--- src/rtl/keypad_scan_ctrl_pkg.sv ---
// keypad_pkg: shared scan states, column constants and key-code decoding for the 4x4 keypad.
package keypad_pkg;
    typedef enum logic [1:0] {SCAN, DEBOUNCE, PRESSED} state_e;
    localparam logic [3:0] COL0 = 4'b1000;
    localparam logic [3:0] COL1 = 4'b0100;
    localparam logic [3:0] COL2 = 4'b0010;
    localparam logic [3:0] COL3 = 4'b0001;
    localparam logic [3:0] KEY_STAR = 4'hE;
    localparam logic [3:0] KEY_HASH = 4'hF;

    function automatic logic [3:0] onehot_idx(input logic [3:0] v);
        return v[3] ? 4'd0 : v[2] ? 4'd1 : v[1] ? 4'd2 : 4'd3;
    endfunction

    function automatic logic single_row(input logic [3:0] v);
        return (v != 4'd0) && ((v & (v - 4'd1)) == 4'd0);
    endfunction

    // Digits 1..9 fill the upper-left 3x3, letters run down the last row, col3 holds * 0 #.
    function automatic logic [3:0] key_decode(input logic [3:0] col, input logic [3:0] row);
        logic [3:0] c;
        logic [3:0] r;
        c = onehot_idx(col);
        r = onehot_idx(row);
        return r == 4'd3 ? (c == 4'd3 ? 4'hD : 4'hA + c) :
               c == 4'd3 ? (r == 4'd0 ? KEY_STAR : r == 4'd1 ? 4'h0 : KEY_HASH) :
               4'(c * 4'd3 + r + 4'd1);
    endfunction
endpackage

--- src/rtl/keypad_scan_ctrl_if.sv ---
// keypad_scan_ctrl_if: key-event handshake and status toward the digit-entry logic.
interface keypad_scan_ctrl_if;
    logic [3:0] key_code;
    logic       key_valid;
    logic       key_ready;
    logic       key_down;
    logic       overrun;
    logic       ovr_clr;

    modport master (output key_code, key_valid, key_down, overrun, input key_ready, ovr_clr);
    modport slave  (input key_code, key_valid, key_down, overrun, output key_ready, ovr_clr);
endinterface

--- src/rtl/keypad_scan_ctrl_scan_tick_gen.sv ---
// scan_tick_gen: prescaler producing a one-cycle tick every SCAN_DIV clocks.
module scan_tick_gen #(
    parameter int SCAN_DIV = 450000
) (
    input  logic clk,
    input  logic rst_n,
    output logic tick
);
    localparam int W = $clog2(SCAN_DIV);

    logic [W-1:0] cnt_q, cnt_d;

    always_comb begin
        tick  = cnt_q == W'(SCAN_DIV - 1);
        cnt_d = tick ? '0 : cnt_q + 1'b1;
    end

    always_ff @(posedge clk or negedge rst_n) begin
        if (!rst_n) cnt_q <= '0;
        else        cnt_q <= cnt_d;
    end
endmodule

--- src/rtl/keypad_scan_ctrl.sv ---
// keypad_scan_ctrl: column scan FSM with press/release debouncing and a one-deep key event register.
module keypad_scan_ctrl
    import keypad_pkg::*;
#(
    parameter int SCAN_DIV       = 450000,
    parameter int DEBOUNCE_SCANS = 4
) (
    input  logic       clk,
    input  logic       rst_n,
    input  logic [3:0] filas,
    output logic [3:0] col,
    keypad_scan_ctrl_if.master kif
);
    localparam logic [3:0] DS = 4'(DEBOUNCE_SCANS);

    logic       tick;
    state_e     state_q, state_d;
    logic [3:0] col_q, col_d, row_q, row_d;
    logic [3:0] deb_q, deb_d, rel_q, rel_d;
    logic [3:0] code_q, code_d;
    logic       down_q, down_d, valid_q, valid_d, ovr_q, ovr_d;
    logic       ev, load, drop;
    logic [3:0] deb_inc, rel_inc, col_next;

    scan_tick_gen #(.SCAN_DIV(SCAN_DIV)) u_tick (.clk(clk), .rst_n(rst_n), .tick(tick));

    always_comb begin
        state_d  = state_q;
        col_d    = col_q;
        row_d    = row_q;
        deb_d    = deb_q;
        rel_d    = rel_q;
        down_d   = down_q;
        ev       = 1'b0;
        deb_inc  = deb_q + 4'd1;
        rel_inc  = rel_q + 4'd1;
        col_next = {col_q[0], col_q[3:1]};
        if (tick) begin
            unique case (state_q)
                SCAN: begin
                    if (single_row(filas)) begin
                        row_d = filas;
                        deb_d = 4'd1;
                        if (DS == 4'd1) begin
                            ev      = 1'b1;
                            down_d  = 1'b1;
                            rel_d   = 4'd0;
                            state_d = PRESSED;
                        end else begin
                            state_d = DEBOUNCE;
                        end
                    end else begin
                        col_d = col_next;
                    end
                end
                DEBOUNCE: begin
                    if (filas == row_q) begin
                        deb_d = deb_inc;
                        if (deb_inc == DS) begin
                            ev      = 1'b1;
                            down_d  = 1'b1;
                            rel_d   = 4'd0;
                            state_d = PRESSED;
                        end
                    end else begin
                        deb_d   = 4'd0;
                        col_d   = col_next;
                        state_d = SCAN;
                    end
                end
                PRESSED: begin
                    // Any row activity while held restarts the release count; no auto-repeat.
                    rel_d = filas == 4'd0 ? rel_inc : 4'd0;
                    if (filas == 4'd0 && rel_inc == DS) begin
                        down_d  = 1'b0;
                        deb_d   = 4'd0;
                        col_d   = col_next;
                        state_d = SCAN;
                    end
                end
                default: state_d = SCAN;
            endcase
        end
        load    = ev && (!valid_q || kif.key_ready);
        drop    = ev && valid_q && !kif.key_ready;
        code_d  = load ? key_decode(col_q, filas) : code_q;
        valid_d = load || (valid_q && !kif.key_ready);
        ovr_d   = drop || (ovr_q && !kif.ovr_clr);
    end

    always_ff @(posedge clk or negedge rst_n) begin
        if (!rst_n) begin
            state_q <= SCAN;
            col_q   <= COL0;
            row_q   <= 4'd0;
            deb_q   <= 4'd0;
            rel_q   <= 4'd0;
            code_q  <= 4'd0;
            down_q  <= 1'b0;
            valid_q <= 1'b0;
            ovr_q   <= 1'b0;
        end else begin
            state_q <= state_d;
            col_q   <= col_d;
            row_q   <= row_d;
            deb_q   <= deb_d;
            rel_q   <= rel_d;
            code_q  <= code_d;
            down_q  <= down_d;
            valid_q <= valid_d;
            ovr_q   <= ovr_d;
        end
    end

    assign col           = col_q;
    assign kif.key_code  = code_q;
    assign kif.key_valid = valid_q;
    assign kif.key_down  = down_q;
    assign kif.overrun   = ovr_q;
endmodule

--- src/flat_wrapper.sv ---
// flat-port wrapper written by rule: the top's interface ports become plain ports
module keypad_scan_ctrl_flat import keypad_pkg::*;
#(
    parameter int SCAN_DIV       = 450000,
    parameter int DEBOUNCE_SCANS = 4
)
  (clk, rst_n, filas, col, kif_key_code, kif_key_valid, kif_key_down, kif_overrun, kif_key_ready, kif_ovr_clr);
  keypad_scan_ctrl_if kif_i ();
  input  logic clk;
  input  logic rst_n;
  input  logic [3:0] filas;
  output logic [3:0] col;
  output wire logic [$bits(kif_i.key_code)-1:0] kif_key_code;
  output wire logic [$bits(kif_i.key_valid)-1:0] kif_key_valid;
  output wire logic [$bits(kif_i.key_down)-1:0] kif_key_down;
  output wire logic [$bits(kif_i.overrun)-1:0] kif_overrun;
  input wire logic [$bits(kif_i.key_ready)-1:0] kif_key_ready;
  input wire logic [$bits(kif_i.ovr_clr)-1:0] kif_ovr_clr;
  assign kif_key_code = kif_i.key_code;
  assign kif_key_valid = kif_i.key_valid;
  assign kif_key_down = kif_i.key_down;
  assign kif_overrun = kif_i.overrun;
  assign kif_i.key_ready = kif_key_ready;
  assign kif_i.ovr_clr = kif_ovr_clr;
  keypad_scan_ctrl #(.SCAN_DIV(SCAN_DIV), .DEBOUNCE_SCANS(DEBOUNCE_SCANS)) u_core (.clk(clk), .rst_n(rst_n), .filas(filas), .col(col), .kif(kif_i));
endmodule
--- config.mk ---
export PLATFORM = sky130hd
export DESIGN_NAME = keypad_scan_ctrl_flat
export DESIGN_NICKNAME = d
export VERILOG_FILES = /design/src/rtl/keypad_scan_ctrl_pkg.sv /design/src/rtl/keypad_scan_ctrl_if.sv /design/src/rtl/keypad_scan_ctrl_scan_tick_gen.sv /design/src/rtl/keypad_scan_ctrl.sv /design/src/flat_wrapper.sv
export SDC_FILE = /design/constraint.sdc
export NUM_CORES = 1
export LEC_CHECK = 0
export ABC_CLOCK_PERIOD_IN_PS = 5900
export CAP_MARGIN = 40
export CORE_UTILIZATION = 55
export CTS_CLUSTER_SIZE = 10
export DETAILED_ROUTE_END_ITERATION = 12
export PLACE_DENSITY = 0.76
export RECOVER_POWER = 100
export SLEW_MARGIN = 20
export SYNTH_ARGS = -nofsm -noshare
export SYNTH_HDL_FRONTEND = slang
export SYNTH_SLANG_ARGS = --single-unit
--- constraint.sdc ---
create_clock -name clk -period 5.9 [get_ports clk]
set_input_delay 1.18 -clock clk [delete_from_list [all_inputs] [get_ports clk]]
set_output_delay 1.18 -clock clk [all_outputs]
set_load 0.02 [all_outputs]
# ---- After elaboration in Yosys (flattened, before gate mapping)
# Cells that the tools add are included.
dict set report word_totals {
  reg_bits 44
  out_inout_bits 11
  word_cells 98
  input_bits 8
}
dict set report op_classes {
  eq_ne 16
  mul 1
  n_reduce_logical 26
  addsub 7
  mux 37
  bitwise 1
}
# op count
set ops {}
lappend ops {{$mux W4} 18}
lappend ops {{$pmux W4 S3} 2}
lappend ops {{$add A19 B1 Y19 const B} 1}
lappend ops {{$eq A19 B19 Y1 const B} 1}
lappend ops {{$mux W19} 1}
lappend ops {{$add A4 B1 Y4 const B} 3}
lappend ops {{$logic_not A4 Y1} 3}
lappend ops {{$reduce_and A4 Y1} 3}
lappend ops {{$reduce_and A5 Y1} 2}
lappend ops {{$mux W1} 9}
lappend ops {{$eq A4 B2 Y1 const B} 2}
lappend ops {{$eq A4 B3 Y1 const B} 2}
lappend ops {{$mux W2} 4}
lappend ops {{$ne A2 B1 Y1 const B} 4}
lappend ops {{$pmux W4 S2} 1}
lappend ops {{$logic_and A1 B1 Y1} 7}
lappend ops {{$pmux W2 S3} 1}
lappend ops {{$add A4 B4 Y4} 1}
lappend ops {{$add A4 B4 Y4 const A} 1}
lappend ops {{$and A4 B4 Y4} 1}
lappend ops {{$eq A4 B1 Y1 const B} 1}
lappend ops {{$eq A4 B4 Y1} 1}
lappend ops {{$mul A4 B2 Y4 const B} 1}
lappend ops {{$ne A2 B2 Y1 const B} 2}
lappend ops {{other kinds (12)} 16}

# ---- Longest topological paths before layout
dict set report depth {
  word_depth 9
  depth_mapped 9
  mapped_depth_nobuf 8
}

# ---- By module
# From an unflattened synthesis, not the netlist that was laid out.
dict set report hier_totals {
  cells_unflattened 254
  hier_area_um2 2598.7
}
# mod seq_area_each_um2 area_each_um2 instances cells_per_inst
set by_module_without_submodules {}
lappend by_module_without_submodules {keypad_scan_ctrl 626.9 1625.3 1 158}
lappend by_module_without_submodules {scan_tick_gen 475.5 973.4 1 96}

# ---- Worst setup path before layout
# Ideal clock, no wire load.
dict set report synth_path {
  path_type {input port to flip-flop}
  from {in filas[3]}
  to {reg u_core.code_q[2], in the netlist u_core.kif.key_code[2]}
  stages 8
  arrival_time_ps 3153
  slack_ps 2622
  setup_ps 125
  path_cell_list {clkbuf_1 -> nor2_1 -> fa_1 -> fa_1 -> xor2_1 -> o31ai_1 -> a21oi_1 -> mux2_2}
}
dict set report synth_via {
  elab_chain_len 6
}
# item line
set synth_rtl {}
lappend synth_rtl {{start, declared} flat_wrapper.sv:11} ;# input logic [3:0] filas;
lappend synth_rtl {{branches (longest 6 deep; another with $add A4 B4 Y4)} n/a}
lappend synth_rtl {{end signal, assigned} keypad_scan_ctrl.sv:108} ;# code_q <= code_d;
lappend synth_rtl {{end, declared} keypad_scan_ctrl.sv:20} ;# logic [3:0] code_q, code_d;
# Several ways; the timed one is not identified.
# A chain may end at the register's enable or synchronous reset.

# ---- Worst setup path in the final report
dict set report layout_path {
  from {in filas[3]}
  to {reg u_core.deb_q[2]}
}
dict set report layout_via {
  elab_chain_len 6
}
# item line
set layout_rtl {}
lappend layout_rtl {{$sub A4 B1 Y4} keypad_scan_ctrl_pkg.sv:16} ;# return (v != 4'd0) && ((v & (v - 4'd1)) == 4'd0);
lappend layout_rtl {{$and A4 B4 Y4} keypad_scan_ctrl_pkg.sv:16}
lappend layout_rtl {{$logic_not A4 Y1} keypad_scan_ctrl_pkg.sv:16}
lappend layout_rtl {{$logic_and A1 B1 Y1} keypad_scan_ctrl_pkg.sv:16}
lappend layout_rtl {{$ne A2 B1 Y1 (no line)} n/a}
lappend layout_rtl {{$reduce_and A4 Y1 (no line)} n/a}
lappend layout_rtl {{end signal, assigned} keypad_scan_ctrl.sv:96} ;# deb_q <= 4'd0;
lappend layout_rtl {{end signal, assigned} keypad_scan_ctrl.sv:106} ;# deb_q <= deb_d;
lappend layout_rtl {{end, declared} keypad_scan_ctrl.sv:19} ;# logic [3:0] deb_q, deb_d, rel_q, rel_d;
# Parallel ways exist; a longest one is shown, timed or not.

==> results by group <==
Run status
  • Status: completed

Clock network
  • Insertion delay to the later sink of the worst-skew pair: 0.30 ns
  • CTS tree: built
  • CTS Buf Count: 5
  • H-tree levels: 2
  • Clk Tree Root Cell: clkbuf_8
  • # resized after CTS: 0
  • Post-CTS Setup Repair Bufs: 0
  • CTS sink count: 44
  • CTS Hold Bufs: 0
  • Clock slew at reported path FFs: 0.09 ns
  • Max clock buf depth: 2

Power
  • Tot Pwr: 570 µW
  • Comb pwr share: 5.9%
  • Switching Share: 22.4%
  • Internal: 442 µW
  • Clk pwr share: 40.9%
  • Power density cells: 205 mW/mm²
  • P_sw: 128 µW
  • Sequential share of power: 53.1%
  • Worst VDD drop: 141 µV
  • Leakage power: 0.00130 µW

Synth
  • YS warnings: 0
  • Number of synthesized register bits: 44
  • Seq/Total Area, Yosys: 44.5%
  • Main synth FF type: dfrtp_1
  • Synthesized area: 0.00247 mm²
  • EDFF count, synth: 0
  • Synth Instances: 241
  • Syn_nets: 263
  • Syn Area/Cell: 10.3 µm²
  • Asr flop ratio synth: 100%
  • Post-synthesis cell type count: 49

Place
  • DP HPWL: 3500 µm
  • Buffers on Ports: 18
  • DP Area: 0.00272 mm²
  • GPL Wtd Cong: 0.812

Critical path
  • Crit path max fanout: 12
  • CP required: 6.05 ns
  • Worst setup SP type: primary input
  • FF-to-FF End: u_core.deb_q[2]
  • Crit. End Element: register
  • Reg2Reg Depth: 6
  • Crit Path Category: primary input to register
  • Worst reg2reg startpoint: u_core.u_tick.cnt_q[11]
  • Worst R2R Setup Slack: 2.90 ns
  • Worst Path Arrival: 4.54 ns

Cells and area
  • Most common cell after layout, fill and taps aside: dfrtp_1
  • Fillers: 360
  • Most frequent cells in the layout: dfrtp_1 (43), nor2_1 (24), nand2_1 (17), o21ai_0 (15), xor2_1 (13)
  • Final layout net count: 285
  • Post-Layout Inst Area: 0.00278 mm²
  • Share of layout cells above drive strength 1: 8.33%
  • Post-layout util: 63.8%
  • ANT cells: 0
  • Area Overhead vs Synth: 12.3%

Global route
  • Global route overflow: 0
  • Number of global-route vias before repair: 1844
  • First-pass GRT wire length: 8290 µm
  • Pin count of the biggest net entering global routing: 24
  • GRT Resource Usage Total: 21.0%
  • Initial antenna violation count: 0

Route
  • Vias: 1860
  • DRC: 0
  • Final WL: 4610 µm
  • Vias per cell: 5.89
  • Drt first pass iters: 4
  • Wirelength per Cell: 14.6 µm
  • Iter 0 DRT Violations: 59
  • Final ANT Viol Nets: 0

Floorplanning
  • DIE HEIGHT: 69.1 µm
  • Starting Density: 56.8%
  • Die width: 69.1 µm
  • Row count: 24
  • Ports: 19
  • Core outline area: 0.00435 mm²
  • Die area: 0.00477 mm²

STA
  • Hold Fails Final Rpt: 0
  • Final Max Slew Viols: 0
  • Worst-Margin Slew: 1.21 ns
  • Setup TNS: 0 ns
  • Fin crit period: 4.39 ns
  • Final period util: 74.4%
  • Max Clk Rate: 228 MHz
  • RSZ-0062 raised after global routing: false
  • Setup Viol. Count Final: 0
  • Slew headroom: 19.6%
  • Clock skew: 0.00923 ns

Min path
  • Cell depth of the worst hold path: 1
  • Hold_sp: u_core.u_tick.cnt_q[0]
  • Worst Hold Path EP: u_core.u_tick.cnt_q[0]
  • Hold WC Path Type: register to register

Job
  • Max Cap Viol: 0
-- area by class of cell --
class	instances	area, µm²	area share (%)
clock inverters	3	47.5	1.71
inverters	7	26.3	0.946
clock buffers	5	68.8	2.48
well taps	52	65.1	2.34
multi-input cells	185	1290	46.3
repair buffers	20	181	6.53
flip-flops and latches	44	1100	39.7
-- worst max path at each step --
stage | endpoint | slack, ns | cells past startpoint | from
2_1_floorplan | u_core.kif.key_code[2] | 2.62 | 8 | filas[3]
3_3_place_gp | u_core.kif.key_code[2] | 2.09 | 8 | filas[3]
3_5_place_dp | u_core.kif.key_code[2] | 2.02 | 8 | filas[3]
4_1_cts | u_core.kif.key_code[3] | 2.31 | 7 | filas[3]
5_1_grt | u_core.deb_q[2] | 1.30 | 7 | filas[3]
6_report | u_core.deb_q[2] | 1.51 | 7 | filas[3]
-- state kept, by name (all words and copies together) (netlist names) --
register and cells:
u_core.u_tick.cnt_q 19, u_core.kif.overrun 1, u_core.rel_q 4, u_core.row_q 4, u_core.state_q 2, u_core.kif.key_code 4
u_core.kif.key_valid 1, u_core.deb_q 4, u_core.col 4, u_core.kif.key_down 1
-- metal layers --
layer | track usage [%] | routed length (µm) | up-vias | share of wire, %
met5 | 0 | 0 | - | 0
met3 | 3.51 | 160 | 9 | 3.5
met4 | 7.26 | 71 | 0 | 1.5
li1 | - | - | 901 | -
met2 | 34.1 | 2180 | 40 | 47
met1 | 28.7 | 2200 | 910 | 48
-- critical path: stages --
cell and delay (ns):
dlygate4sd3_1 0.71, or4_1 0.56, o31a_1 0.33, a2111oi_0 0.87
o21ai_0 0.49, o21ai_0 0.27, o21ai_0 0.12
-- through the flow --
stage	worst slack, ns	hold WS [ns]	cells
after floorplan	2.62	0.425	241
after global placement	2.09	0.445	306
after detailed placement	2.02	0.446	308
after CTS	2.31	0.459	316
after global routing	1.30	0.492	316
final	1.51	0.456	316
-- cell usage after synthesis, types with 2 or more instances --
cell      number  area (µm²)
a21o_1         2        15.0
a21oi_1        7        35.0
a31oi_1        2        12.5
and2_1         2        12.5
and3_1         8        50.1
clkbuf_1       3        11.3
dfrtp_1       43        1080
fa_1           2        40.0
ha_1          12         150
inv_1          7        26.3
mux2_2        11         124
mux2i_1        3        30.0
nand2_1       17        63.8
nand2b_1       7        43.8
nand3_1       10        50.1
nand4_1        5        31.3
nor2_1        24        90.1
nor2b_1        7        43.8
nor4_1         2        12.5
o21ai_0       14        70.1
o22ai_1        2        12.5
o31ai_1        5        37.5
xnor2_1        8        70.1
xor2_1        13         114
-- power groups by stage --
stage | logic (µW) | registers [µW] | clock network (µW)
after floorplan | 20.6 | 308 | 0
after global routing | 38.8 | 303 | 251
final | 33.9 | 303 | 233
after global placement | 34.3 | 309 | 0
after CTS | 38.0 | 303 | 240
after detailed placement | 37.7 | 309 | 0
-- kinds of logic (layout without fill, tap and decap cells) --
group	Yosys count	in the layout	share of synthesized area, %
AO/OA/AOI/OAI	44	44	12.2
flip-flops	44	44	44.5
buffers and inverters	12	35	2.17
adder cells (fa/ha/maj)	14	14	7.68
XOR/XNOR	21	21	7.43
AND/OR/NAND/NOR	91	91	19.2
multiplexers	15	15	6.82
(Power assumes the default switching activity.)
